File: src/rtl/decoder_scan_pkg.sv
// Shared types, defaults and channel-ordering helpers for the decoder scan sequencer.
package decoder_scan_pkg;

    typedef enum logic [1:0] {
        StIdle,
        StActive,
        StBlank
    } scan_state_e;

    localparam int unsigned DefDwellW      = 8;
    localparam int unsigned DefBlankCycles = 2;

    // Lowest set bit of the channel mask; 0 for an empty mask.
    function automatic logic [1:0] first_channel(input logic [3:0] mask);
        first_channel = 2'd0;
        for (int i = 3; i >= 0; i--) begin
            if (mask[i]) first_channel = 2'(i);
        end
    endfunction

    // Next enabled channel after cur, ascending with wrap-around.
    function automatic logic [1:0] next_channel(input logic [3:0] mask, input logic [1:0] cur);
        logic [1:0] cand;
        logic       found;
        next_channel = cur;
        found        = 1'b0;
        for (int i = 1; i <= 4; i++) begin
            cand = cur + 2'(i);
            if (!found && mask[cand]) begin
                next_channel = cand;
                found        = 1'b1;
            end
        end
    endfunction

endpackage

File: src/rtl/scan_dwell_counter.sv
// Loadable down-counter timing both the enable-high dwell and the blanking gap.
module scan_dwell_counter #(
    parameter int unsigned Width = 8
) (
    input  logic             clk,
    input  logic             rst,
    input  logic             load,
    input  logic [Width-1:0] load_val,
    input  logic             dec,
    output logic             zero
);

    logic [Width-1:0] cnt_q;

    always_ff @(posedge clk or posedge rst) begin
        if (rst) begin
            cnt_q <= '0;
        end else if (load) begin
            cnt_q <= load_val;
        end else if (dec && (cnt_q != '0)) begin
            cnt_q <= cnt_q - Width'(1);
        end
    end

    assign zero = (cnt_q == '0);

endmodule

File: src/rtl/decoder_scan_sequencer.sv
// Scans a 2-to-4 decoder through its channels with a per-channel dwell and blanking gap.
// Optional DECODER_SCAN_CHANNEL_MASK_EN adds ch_mask to restrict the visited channels.
module decoder_scan_sequencer
    import decoder_scan_pkg::*;
#(
    parameter int unsigned DWELL_W      = DefDwellW,
    parameter int unsigned BLANK_CYCLES = DefBlankCycles
) (
    input  logic               clk,
    input  logic               rst,
    input  logic               start,
    input  logic               stop,
    input  logic [DWELL_W-1:0] dwell,
`ifdef DECODER_SCAN_CHANNEL_MASK_EN
    input  logic [3:0]         ch_mask,
`endif
    output logic [1:0]         sel,
    output logic               en,
    output logic               busy,
    output logic               wrap
);

    localparam int unsigned BlankW = (BLANK_CYCLES > 1) ? $clog2(BLANK_CYCLES) : 1;
    localparam int unsigned CntW   = (DWELL_W > BlankW) ? DWELL_W : BlankW;
    localparam logic [CntW-1:0] BlankLoad = CntW'((BLANK_CYCLES > 0) ? BLANK_CYCLES - 1 : 0);

    logic [3:0] mask_in;
`ifdef DECODER_SCAN_CHANNEL_MASK_EN
    assign mask_in = ch_mask;
`else
    assign mask_in = 4'hF;
`endif

    scan_state_e        state_q, state_d;
    logic [1:0]         sel_q, sel_d;
    logic               wrap_q, wrap_d;
    logic [DWELL_W-1:0] dload_q, dload_d;
    logic [3:0]         mask_q, mask_d;

    logic               cnt_load, cnt_dec, cnt_zero;
    logic [CntW-1:0]    cnt_val;
    logic [DWELL_W-1:0] dwell_m1;
    logic [1:0]         nxt_ch;
    logic               nxt_wrap;

    // Dwell is held as D-1 so a zero request still gives one enable cycle.
    assign dwell_m1 = (dwell == '0) ? '0 : dwell - DWELL_W'(1);
    assign nxt_ch   = next_channel(mask_q, sel_q);
    assign nxt_wrap = (nxt_ch == first_channel(mask_q));

    always_comb begin
        state_d  = state_q;
        sel_d    = sel_q;
        wrap_d   = 1'b0;
        dload_d  = dload_q;
        mask_d   = mask_q;
        cnt_load = 1'b0;
        cnt_val  = '0;
        cnt_dec  = 1'b0;
        case (state_q)
            StIdle: begin
                if (start && !stop && (mask_in != 4'b0000)) begin
                    state_d  = StActive;
                    sel_d    = first_channel(mask_in);
                    dload_d  = dwell_m1;
                    mask_d   = mask_in;
                    cnt_load = 1'b1;
                    cnt_val  = CntW'(dwell_m1);
                end
            end
            StActive: begin
                if (stop) begin
                    state_d  = StIdle;
                    cnt_load = 1'b1;
                end else if (cnt_zero) begin
                    cnt_load = 1'b1;
                    if (BLANK_CYCLES == 0) begin
                        sel_d   = nxt_ch;
                        wrap_d  = nxt_wrap;
                        cnt_val = CntW'(dload_q);
                    end else begin
                        state_d = StBlank;
                        cnt_val = BlankLoad;
                    end
                end else begin
                    cnt_dec = 1'b1;
                end
            end
            StBlank: begin
                if (stop) begin
                    state_d  = StIdle;
                    cnt_load = 1'b1;
                end else if (cnt_zero) begin
                    state_d  = StActive;
                    sel_d    = nxt_ch;
                    wrap_d   = nxt_wrap;
                    cnt_load = 1'b1;
                    cnt_val  = CntW'(dload_q);
                end else begin
                    cnt_dec = 1'b1;
                end
            end
            default: state_d = StIdle;
        endcase
    end

    always_ff @(posedge clk or posedge rst) begin
        if (rst) begin
            state_q <= StIdle;
            sel_q   <= 2'd0;
            wrap_q  <= 1'b0;
            dload_q <= '0;
            mask_q  <= 4'b0000;
        end else begin
            state_q <= state_d;
            sel_q   <= sel_d;
            wrap_q  <= wrap_d;
            dload_q <= dload_d;
            mask_q  <= mask_d;
        end
    end

    scan_dwell_counter #(
        .Width(CntW)
    ) u_counter (
        .clk     (clk),
        .rst     (rst),
        .load    (cnt_load),
        .load_val(cnt_val),
        .dec     (cnt_dec),
        .zero    (cnt_zero)
    );

    assign sel  = sel_q;
    assign en   = (state_q == StActive);
    assign busy = (state_q != StIdle);
    assign wrap = wrap_q;

endmodule

File: config.mk
export PLATFORM = sky130hd
export DESIGN_NAME = decoder_scan_sequencer
export DESIGN_NICKNAME = d
export VERILOG_FILES = /design/src/rtl/decoder_scan_pkg.sv /design/src/rtl/scan_dwell_counter.sv /design/src/rtl/decoder_scan_sequencer.sv
export SDC_FILE = /design/constraint.sdc
export NUM_CORES = 1
export LEC_CHECK = 0
export CAP_MARGIN = 20
export CORE_UTILIZATION = 30
export DETAILED_ROUTE_END_ITERATION = 12
export PLACE_DENSITY = 0.57
export SLEW_MARGIN = 5
export SYNTH_ARGS = -nofsm -noshare
export SYNTH_HDL_FRONTEND = slang
export SYNTH_HIERARCHICAL = 1
export SYNTH_SLANG_ARGS = --single-unit
export TNS_END_PERCENT = 30
File: constraint.sdc
create_clock -name clk -period 2.65 [get_ports clk]
set_clock_uncertainty 0.1 [all_clocks]
set_input_delay 0.6625 -clock clk [delete_from_list [all_inputs] [get_ports clk]]
set_output_delay 0.6625 -clock clk [all_outputs]
set_load 0.005 [all_outputs]
# ---- Word-level counts from Yosys, hierarchy flattened
# Cells that the tools add are included.
dict set report op_classes {
  addsub 5
  multipliers 0
  n_div 0
  order_cmp 4
  eq_ne 8
  shifts 0
  mux 48
  n_bitwise 0
  n_reduce_logical 20
}
# operator n
set ops {}
lappend ops {{$mux 8} 6}
lappend ops {{$mux 2} 16}
lappend ops {{$pmux 8 s3} 1}
lappend ops {{$mux 1} 18}
lappend ops {{$logic_not 8->1} 2}
lappend ops {{$sub 8x1->8 const B} 2}
lappend ops {{$lt 2x3->1 const B} 4}
lappend ops {{$bmux 1 s2} 4}
lappend ops {{$reduce_bool 8->1} 1}
lappend ops {{$ne 2x2->1 const B} 3}
lappend ops {{$pmux 2 s3} 1}
lappend ops {{$reduce_bool 2->1} 3}
lappend ops {{$logic_and 1x1->1} 5}
lappend ops {{$add 2x2->2 const B} 2}
lappend ops {{$logic_not 1->1} 4}
lappend ops {{$pmux 2 s2} 1}
lappend ops {{$reduce_and 4->1} 1}
lappend ops {{$ne 3x2->1 const B} 1}
lappend ops {{$ne 3x3->1 const B} 1}
lappend ops {{$reduce_and 3->1} 1}
lappend ops {{$add 2x1->2 const B} 1}
lappend ops {{$eq 2x1->1 const B} 1}
lappend ops {{$eq 2x2->1} 1}
lappend ops {{$eq 2x2->1 const B} 1}
lappend ops {{other kinds (4)} 4}
dict set report totals {
  ff_bits 22
  latch_bits 0
  ram_bits 0
  romBits 0
  in_bits 12
  output_inout_bits 5
  wordCells 91
  mem_count 0
}

# ---- Logic depth before layout (Yosys ltp)
# Gate-level depths: netlist of the first run.
dict set report depth {
  depth_word 17
  ltp_mapped 12
  ltp_nobuf 10
}

# ---- Cells and area by module
# The synthesis of the first run kept the hierarchy.
# module instances cells_per_inst area_per_inst_um2 seq_area_each_um2
set modules_own_cells {}
lappend modules_own_cells {decoder_scan_sequencer 1 123 1006.0 350.3}
lappend modules_own_cells {scan_dwell_counter 1 64 549.3 200.2}

# ---- Worst setup path before layout of the first run
# Ideal clock, no wire load.
dict set report synth_timing {
  path_type {flip-flop to flip-flop}
  from {reg u_counter.cnt_q[0]}
  to {reg u_counter.cnt_q[5]}
  setup_ps 82
  arrival_ps 2441
  t_required_ps 2468
  slack_ps 27
  path_stages_with_launch 9
  period_less_slack_ps 2623
  cell_sequence {dfrtp_1 > inv_1 > ha_1 > or3b_2 > nor2_1 > nor3b_1 > or3b_2 > or4_1 > a31oi_1}
}
dict set report synth_via {
  elab_chain_cells 6
  elab_cells_between_ends 16
}
# item line
set synth_lines {}
lappend synth_lines {{from (decl)} scan_dwell_counter.sv:13} ;# logic [Width-1:0] cnt_q;
lappend synth_lines {{from (signal assigned)} scan_dwell_counter.sv:19} ;# cnt_q <= load_val;
lappend synth_lines {{from (signal assigned)} scan_dwell_counter.sv:21} ;# cnt_q <= cnt_q - Width'(1);
lappend synth_lines {{$logic_not 8->1} scan_dwell_counter.sv:25} ;# assign zero = (cnt_q == '0);
lappend synth_lines {{via cnt_zero} decoder_scan_sequencer.sv:40} ;# logic cnt_load, cnt_dec, cnt_zero;
lappend synth_lines {{$mux 1} {decoder_scan_sequencer.sv:75, decoder_scan_sequencer.sv:93}}
lappend synth_lines {{$mux 1} decoder_scan_sequencer.sv:72} ;# if (stop) begin
lappend synth_lines {{$mux 1} -}
lappend synth_lines {{via cnt_dec} decoder_scan_sequencer.sv:40}
lappend synth_lines {{$logic_and 1x1->1} scan_dwell_counter.sv:20} ;# end else if (dec && (cnt_q != '0)) begin
lappend synth_lines {{$reduce_bool 2->1 (no source line)} -}
# The timed path passes the listed nets, and every way through them passes these cells. The select of a mux whose other input is x is not followed.
# A chain may end at the register's enable or synchronous reset.

# ---- Worst setup path in the final report of the first run
# Ends and elaborated chain as after synthesis.

==> flow_summary_export.csv, run 1 <==
group,metric,value,unit
power,cellPowerDensity,881.8,nW/um2
floorplan,row_count,25,
grt,grt_use_total,14.29,%
route,drt-initial-drc-count,69,
critical_path,endpoint_kind,"register",
sta,fmaxAchievable,0.3995,GHz
cts,insertion_delay,0.26,ns
synth,syn-num-nets,207,
route,post_drt_wl_per_cell,12.27,um
place,port_buffers,16,
place,place_hpwl,2.827,mm
final_layout,fin_area,2022,um2
synth,synthMuxAreaShare,3.298,%
cts,clk_pin_slew,0.08,ns
cts,root_buffer,"clkbuf_8",
place,gp_congestion,0.7451,
critical_path,crit_fanout,6,
final_layout,syn2layout_area_growth,30.01,%
grt,grt_pass1_wl,6.072,mm
sta,fin_tns_setup,0,ns
final_layout,fin_cells,293,
power,switching_share,39.37,%
synth,synth_seq_cells,22,
power,switching_power,0.7021,mW
cts,clk_path_buf_depth,2,
final_layout,num_antenna_cells,0,
synth,synthDistinctLibCells,45,
synth,synth_area,1555,um2
sta,fin_crit_sh,94.46,%
route,vias,1464,
power,total_power,1.783,mW
synth,synthArstFlopShare,100.0,%
route,first_pass_iters,4,
route,routed_wl,3.596,mm
critical_path,start_kind,"register",
floorplan,die_h,74,um
power,leakagePower,0.8573,nW
critical_path,critPathKind,"register to register",
sta,hold_violations,0,
floorplan,die-area,5476,um2
cts,clock-sinks,22,
place,placed_cells,284,
place,dp_slack,-0.08377,ns
worst_hold_path,min_path_cells,2,
synth,synthesis.yosys.warnings,6,
route,drtAntennaViolNets,0,
floorplan,die_x,74,um
synth,synth-simple-area-share,28.64,%
final_layout,nets,248,
synth,syn_area_per_cell,8.317,um2
critical_path,arrival,2.58,ns
synth,synth_adder_area_share,6.436,%
place,place_area,1911,um2
floorplan,coreArea,4848,um2
sta,setup_viol,0,
cts,cts_tree,"done",
worst_hold_path,hold_class,"register to register",
sta,slew_viol_final,0,
synth,synth_top_family_by_area,"simple AND/OR/NAND/NOR gates",
synth,synth-xor-area-share,0.5632,%
outcome,status,"finished, final reports clean",
power,ir_worst_vdd,384.9,uV
synth,synthCells,187,
cts,cts_hold_buf,0,
critical_path,critical_path_required,2.73,ns
power,p_clk_share,11.4,%
synth,synth_compound_area_share,20.27,%
synth,synth_edf_count,0,
grt,grt.overflow.total,0,
sta,max_slew_margin,62.15,%
grt,first_global_vias,1322,
sta,layout_setup_ws,0.1467,ns
route,drc,0,
floorplan,pin_count,17,
sta,tightest_slew,0.5671,ns
power,internal_power,1.081,mW
cts,h-tree-depth,1,
grt,grt_antenna_before_repair,0,
power,combPwrFrac,56.3,%
cts,cts_buffers,3,
flow_run,cap_violations,0,
synth,ys.flop_type,"dfrtp_1",
final_layout,drive_gt1_share,19.03,%
route,viasPerCell,4.997,
sta,fin_crit,2.503,ns
critical_path,reg2regPathDepth,9,
power,p_seq_share,32.2,%
grt,grt_max_degree,15,
synth,ys_seq_area_share,35.40,%
floorplan,start_util,32.08,%
==> critical path, cell delays in order (launching register included) <==
cell and delay [ns]:
dfrtp_1 0.36, inv_1 0.08, ha_2 0.20, or3b_4 0.27
nor2_4 0.05, nor3b_2 0.14, buf_4 0.15, or3b_2 0.45
or4_1 0.47, a31oi_1 0.16
==> Yosys cell counts, types with 2 or more instances <==
cell type,count,area [um2]
nor2_1,17,63.81
nor4b_1,3,26.28
mux2i_1,4,40.04
a21oi_1,8,40.04
o21ai_0,16,80.08
clkbuf_1,3,11.26
or4_1,5,37.54
nand3_1,4,20.02
dfrtp_1,22,550.5
nand2b_1,3,18.77
o211ai_1,3,22.52
a21boi_0,2,15.01
or2_2,2,12.51
or3_1,2,12.51
o31ai_1,4,30.03
nor3b_1,2,15.01
nor4_1,2,12.51
nor2b_1,5,31.28
ha_1,8,100.1
a31oi_1,4,25.02
nand3b_1,2,15.01
inv_1,12,45.04
buf_6,2,22.52
nor3_1,3,15.01
nand2_1,27,101.4
or3b_2,3,26.28
==> per-layer routing <==
metal	vias to the layer above	track usage (%)	routed length [um]
li1	755	-	-
met1	684	20.43	1822
met2	23	22.53	1661
met3	2	1.355	79
met4	0	5.128	34
met5	-	0	0
==> layout make-up <==
cell class | instances | area [um2]
tap | 67 | 83.83
sequential | 22 | 550.5
timing repair buffer | 42 | 352.8
clock buffer | 3 | 41.29
inverter | 12 | 48.80
fill | 507 | 2826
multi-input combinational | 147 | 944.7
==> registers in the layout, indices dropped and copies added, names as in the netlist <==
register and count:
dload_q 8, u_counter/cnt_q 8, sel 2, state_q 2, mask_q 1, wrap 1
==> cells in the final DEF (no fill, tap or decap), types with 2 or more instances in the layout <==
cell | synthesis | routed
nand2_1 | 27 | 27
buf_4 | 0 | 25
dfrtp_1 | 22 | 22
nor2_1 | 17 | 16
o21ai_0 | 16 | 16
clkdlybuf4s50_1 | 0 | 16
inv_1 | 12 | 11
a21oi_1 | 8 | 8
ha_1 | 8 | 7
nor2b_1 | 5 | 5
or4_1 | 5 | 5
nand3_1 | 4 | 4
mux2i_1 | 4 | 4
o31ai_1 | 4 | 4
a31oi_1 | 4 | 4
nor3_1 | 3 | 3
nand2b_1 | 3 | 3
clkbuf_8 | 0 | 3
o211ai_1 | 3 | 3
nor4b_1 | 3 | 2
a21boi_0 | 2 | 2
or3b_2 | 3 | 2
nor4_1 | 2 | 2
nand3b_1 | 2 | 2
or2_2 | 2 | 2
or3_1 | 2 | 2
==> power groups by stage <==
stage / Combinational (mW) / Sequential, mW / Clock [mW]
2_1_floorplan: 0.589 / 0.562 / 0
3_3_place_gp: 0.903 / 0.577 / 0
3_5_place_dp: 0.902 / 0.580 / 0
4_1_cts: 0.908 / 0.574 / 0.211
5_1_grt: 1.12 / 0.594 / 0.223
6_report: 1.00 / 0.575 / 0.204
==> per-stage QoR <==
step / utilization [%] / hold slack (ns)
after floorplan: - / 0.3458
after global placement: 39.41 / 0.3580
after detailed placement: 39.41 / 0.3630
after CTS: 40.26 / 0.3816
after global routing: 41.70 / 0.4073
final: 41.70 / 0.3796
==> repair_timing <==
item / 4_1_cts / 5_1_grt
endpoints found under the setup margin: 0 / 10
resized for setup: 0 / 7
setup buffers: 0 / 6
==> path summary, 6_finish.rpt <==
check                              startpoint            endpoint  slack (ns)
max                        u_counter/cnt_q[0]  u_counter/cnt_q[5]        0.15
max in group asynchronous                 rst          dload_q[6]        1.39
min in group asynchronous                 rst  u_counter/cnt_q[0]        0.58
min                                dload_q[3]          dload_q[3]        0.38
max reg2reg                u_counter/cnt_q[0]  u_counter/cnt_q[5]        0.15
min reg2reg                        dload_q[3]          dload_q[3]        0.38
==> cells by family (layout without fill, tap and decap cells) <==
kind of cell | after synthesis | count (layout)
flip-flops | 22 | 22
adder cells (fa/ha/maj) | 8 | 8
XOR/XNOR | 1 | 1
multiplexers | 5 | 5
AO/OA/AOI/OAI | 49 | 49
buffers and inverters | 18 | 57
AND/OR/NAND/NOR | 84 | 84
No activity file was read; power rests on OpenSTA's default activity.
==> run 2: changes to the inputs <==
Settings changed: CORE_UTILIZATION 30 to 50, PLACE_DENSITY 0.57 to 0.82.
==> run 2 against run 1 <==
Against the previous run:
- count of clock-buffer cells in the layout did not move
- critical endpoint is now u_counter/cnt_q[2]
- highest routed layer unchanged
- via count rose by 2.4%
- sequential power rose by 2%
- global-route usage rose by 9.1 points
- non-clock buffer count fell by 6
==> flow_summary_export.csv, run 2 (synthesis gave the netlist of run 1 again) <==
group,metric,value,unit
floorplan,die-area,3337,um2
final_layout,nets,243,
route,dr_wl_met2,1.843,mm
final_layout,reg_top3,"dload_q x8, u_counter/cnt_q x8",
sta,tightest_slew,0.9434,ns
sta,fin_crit_sh,95.57,%
critical_path,critical_path_required,2.74,ns
cts,cts_buffers,3,
route,routed_wl,3.733,mm
grt,first_global_vias,1429,
route,highest_layer,"met4",
sta,fmaxAchievable,0.3948,GHz
cts,h-tree-depth,1,
place,port_buffers,16,
grt,grt_use_total,23.36,%
floorplan,die_x,57.77,um
sta,hold_slack,0.3934,ns
floorplan,pin_count,17,
critical_path,endpoint_kind,"register",
grt,grt_max_degree,15,
route,wl_met1,1.668,mm
floorplan,start_util,54.52,%
grt,grt_antenna_before_repair,0,
grt,grt.overflow.total,0,
final_layout,syn2layout_area_growth,23.25,%
place,place_hpwl,2.848,mm
critical_path,arrival,2.62,ns
route,vias,1499,
critical_path,start_kind,"register",
route,first_pass_iters,4,
floorplan,die_h,57.77,um
cts,cts_hold_buf,0,
worst_hold_path,hold_class,"register to register",
floorplan,row_count,19,
final_layout,drive_gt1_share,17.19,%
final_layout,final_core_util,67.19,%
cts,cts_tree,"done",
final_layout,num_antenna_cells,0,
cts,insertion_delay,0.30,ns
flow_run,cap_violations,0,
sta,hold_violations,0,
route,drtAntennaViolNets,0,
sta,max_slew_margin,36.53,%
outcome,status,"finished, final reports clean",
power,ir_worst_vdd,488.5,uV
place,gp_congestion,0.9194,
power,leakagePower,0.8191,nW
route,post_drt_wl_per_cell,14.81,um
route,drt-initial-drc-count,55,
cts,root_buffer,"clkbuf_4",
final_layout,fillers,235,
cts,clock-sinks,22,
sta,slew_viol_final,0,
route,wl_met3,161,um
sta,setup_viol,0,
grt,grt_pass1_wl,6.175,mm
cts,clk_pin_slew,0.12,ns
floorplan,coreArea,2853,um2
route,viasPerCell,5.948,
critical_path,crit_fanout,6,
power,cellPowerDensity,884.0,nW/um2
critical_path,critPathKind,"register to register",
cts,clk_path_buf_depth,2,
sta,rsz0062_at_grt,"true",
final_layout,layout_common_cells,"nand2_1, dfrtp_1, buf_4, o21ai_0, clkdlybuf4s50_1",
route,drc,0,
final_layout,layout_commonest_cell,"nand2_1",
sta,fin_crit,2.533,ns
run 2: power breakdown:
group | switching (mW) | total (mW) | leakage (nW) | internal, mW
clock network | 0.0965 | 0.149 | 0.0138 | 0.0530
registers | 0.114 | 0.584 | 0.275 | 0.470
logic | 0.503 | 0.961 | 0.530 | 0.458
total | 0.714 | 1.69 | 0.819 | 0.981
run 2: per-stage QoR:
stage	std cells	power [mW]	setup TNS (ns)	instance area (um2)	setup slack (ns)
final	252	1.694	0	1917	0.1173
after global routing	252	1.829	-0.04824	1917	-0.03028
after CTS	246	1.592	0	1851	0.03632
after detailed placement	242	1.432	-0.3706	1821	-0.1122
after global placement	242	1.384	-0.1085	1821	-0.08074
after floorplan	187	1.150	0	1555	0.02726
run 2: worst paths after layout:
kind	from	end	slack, ns	depth (start not counted)
hold reg to reg	dload_q[3]	dload_q[3]	0.39	2
min in group asynchronous	rst	u_counter/cnt_q[0]	0.53	2
setup / recovery	u_counter/cnt_q[0]	u_counter/cnt_q[2]	0.12	10
max in group asynchronous	rst	dload_q[6]	1.46	2
hold / removal	dload_q[3]	dload_q[3]	0.39	2
setup reg to reg	u_counter/cnt_q[0]	u_counter/cnt_q[2]	0.12	10
run 2: per-layer routing:
| layer | global-route usage, % | vias to the layer above |
|---|---|---|
| li1 | - | 740 |
| met1 | 30.87 | 705 |
| met2 | 40.37 | 48 |
| met3 | 2.679 | 6 |
| met4 | 7.143 | 0 |
| met5 | 0 | - |
run 2: layout make-up:
| class | instances | area (um2) | area share [%] |
|---|---|---|---|
| repair inverters | 1 | 7.507 | 0.3916 |
| well taps | 31 | 38.79 | 2.023 |
| multi-input cells | 147 | 938.4 | 48.96 |
| repair buffers | 36 | 310.3 | 16.19 |
| inverters | 12 | 48.80 | 2.546 |
| flip-flops and latches | 22 | 550.5 | 28.72 |
| clock buffers | 3 | 22.52 | 1.175 |
run 2: timing repair:
| action | CTS | global route |
|---|---|---|
| pin swaps | 0 | 2 |
| gates cloned | 0 | 1 |
| buffers inserted | 1 | 5 |
| setup endpoints to repair | 1 | 8 |
| hold endpoints to repair | 0 | 0 |
| resized for setup | 0 | 7 |
run 2: critical path: stages, from the launching register on:
cell       delay, ns
dfrtp_1         0.40
inv_1           0.11
ha_2            0.21
or3b_2          0.50
nor2_2          0.18
nor3b_2         0.07
buf_4           0.14
buf_4           0.13
nand2_1         0.17
a2111oi_0       0.10
a221o_1         0.32
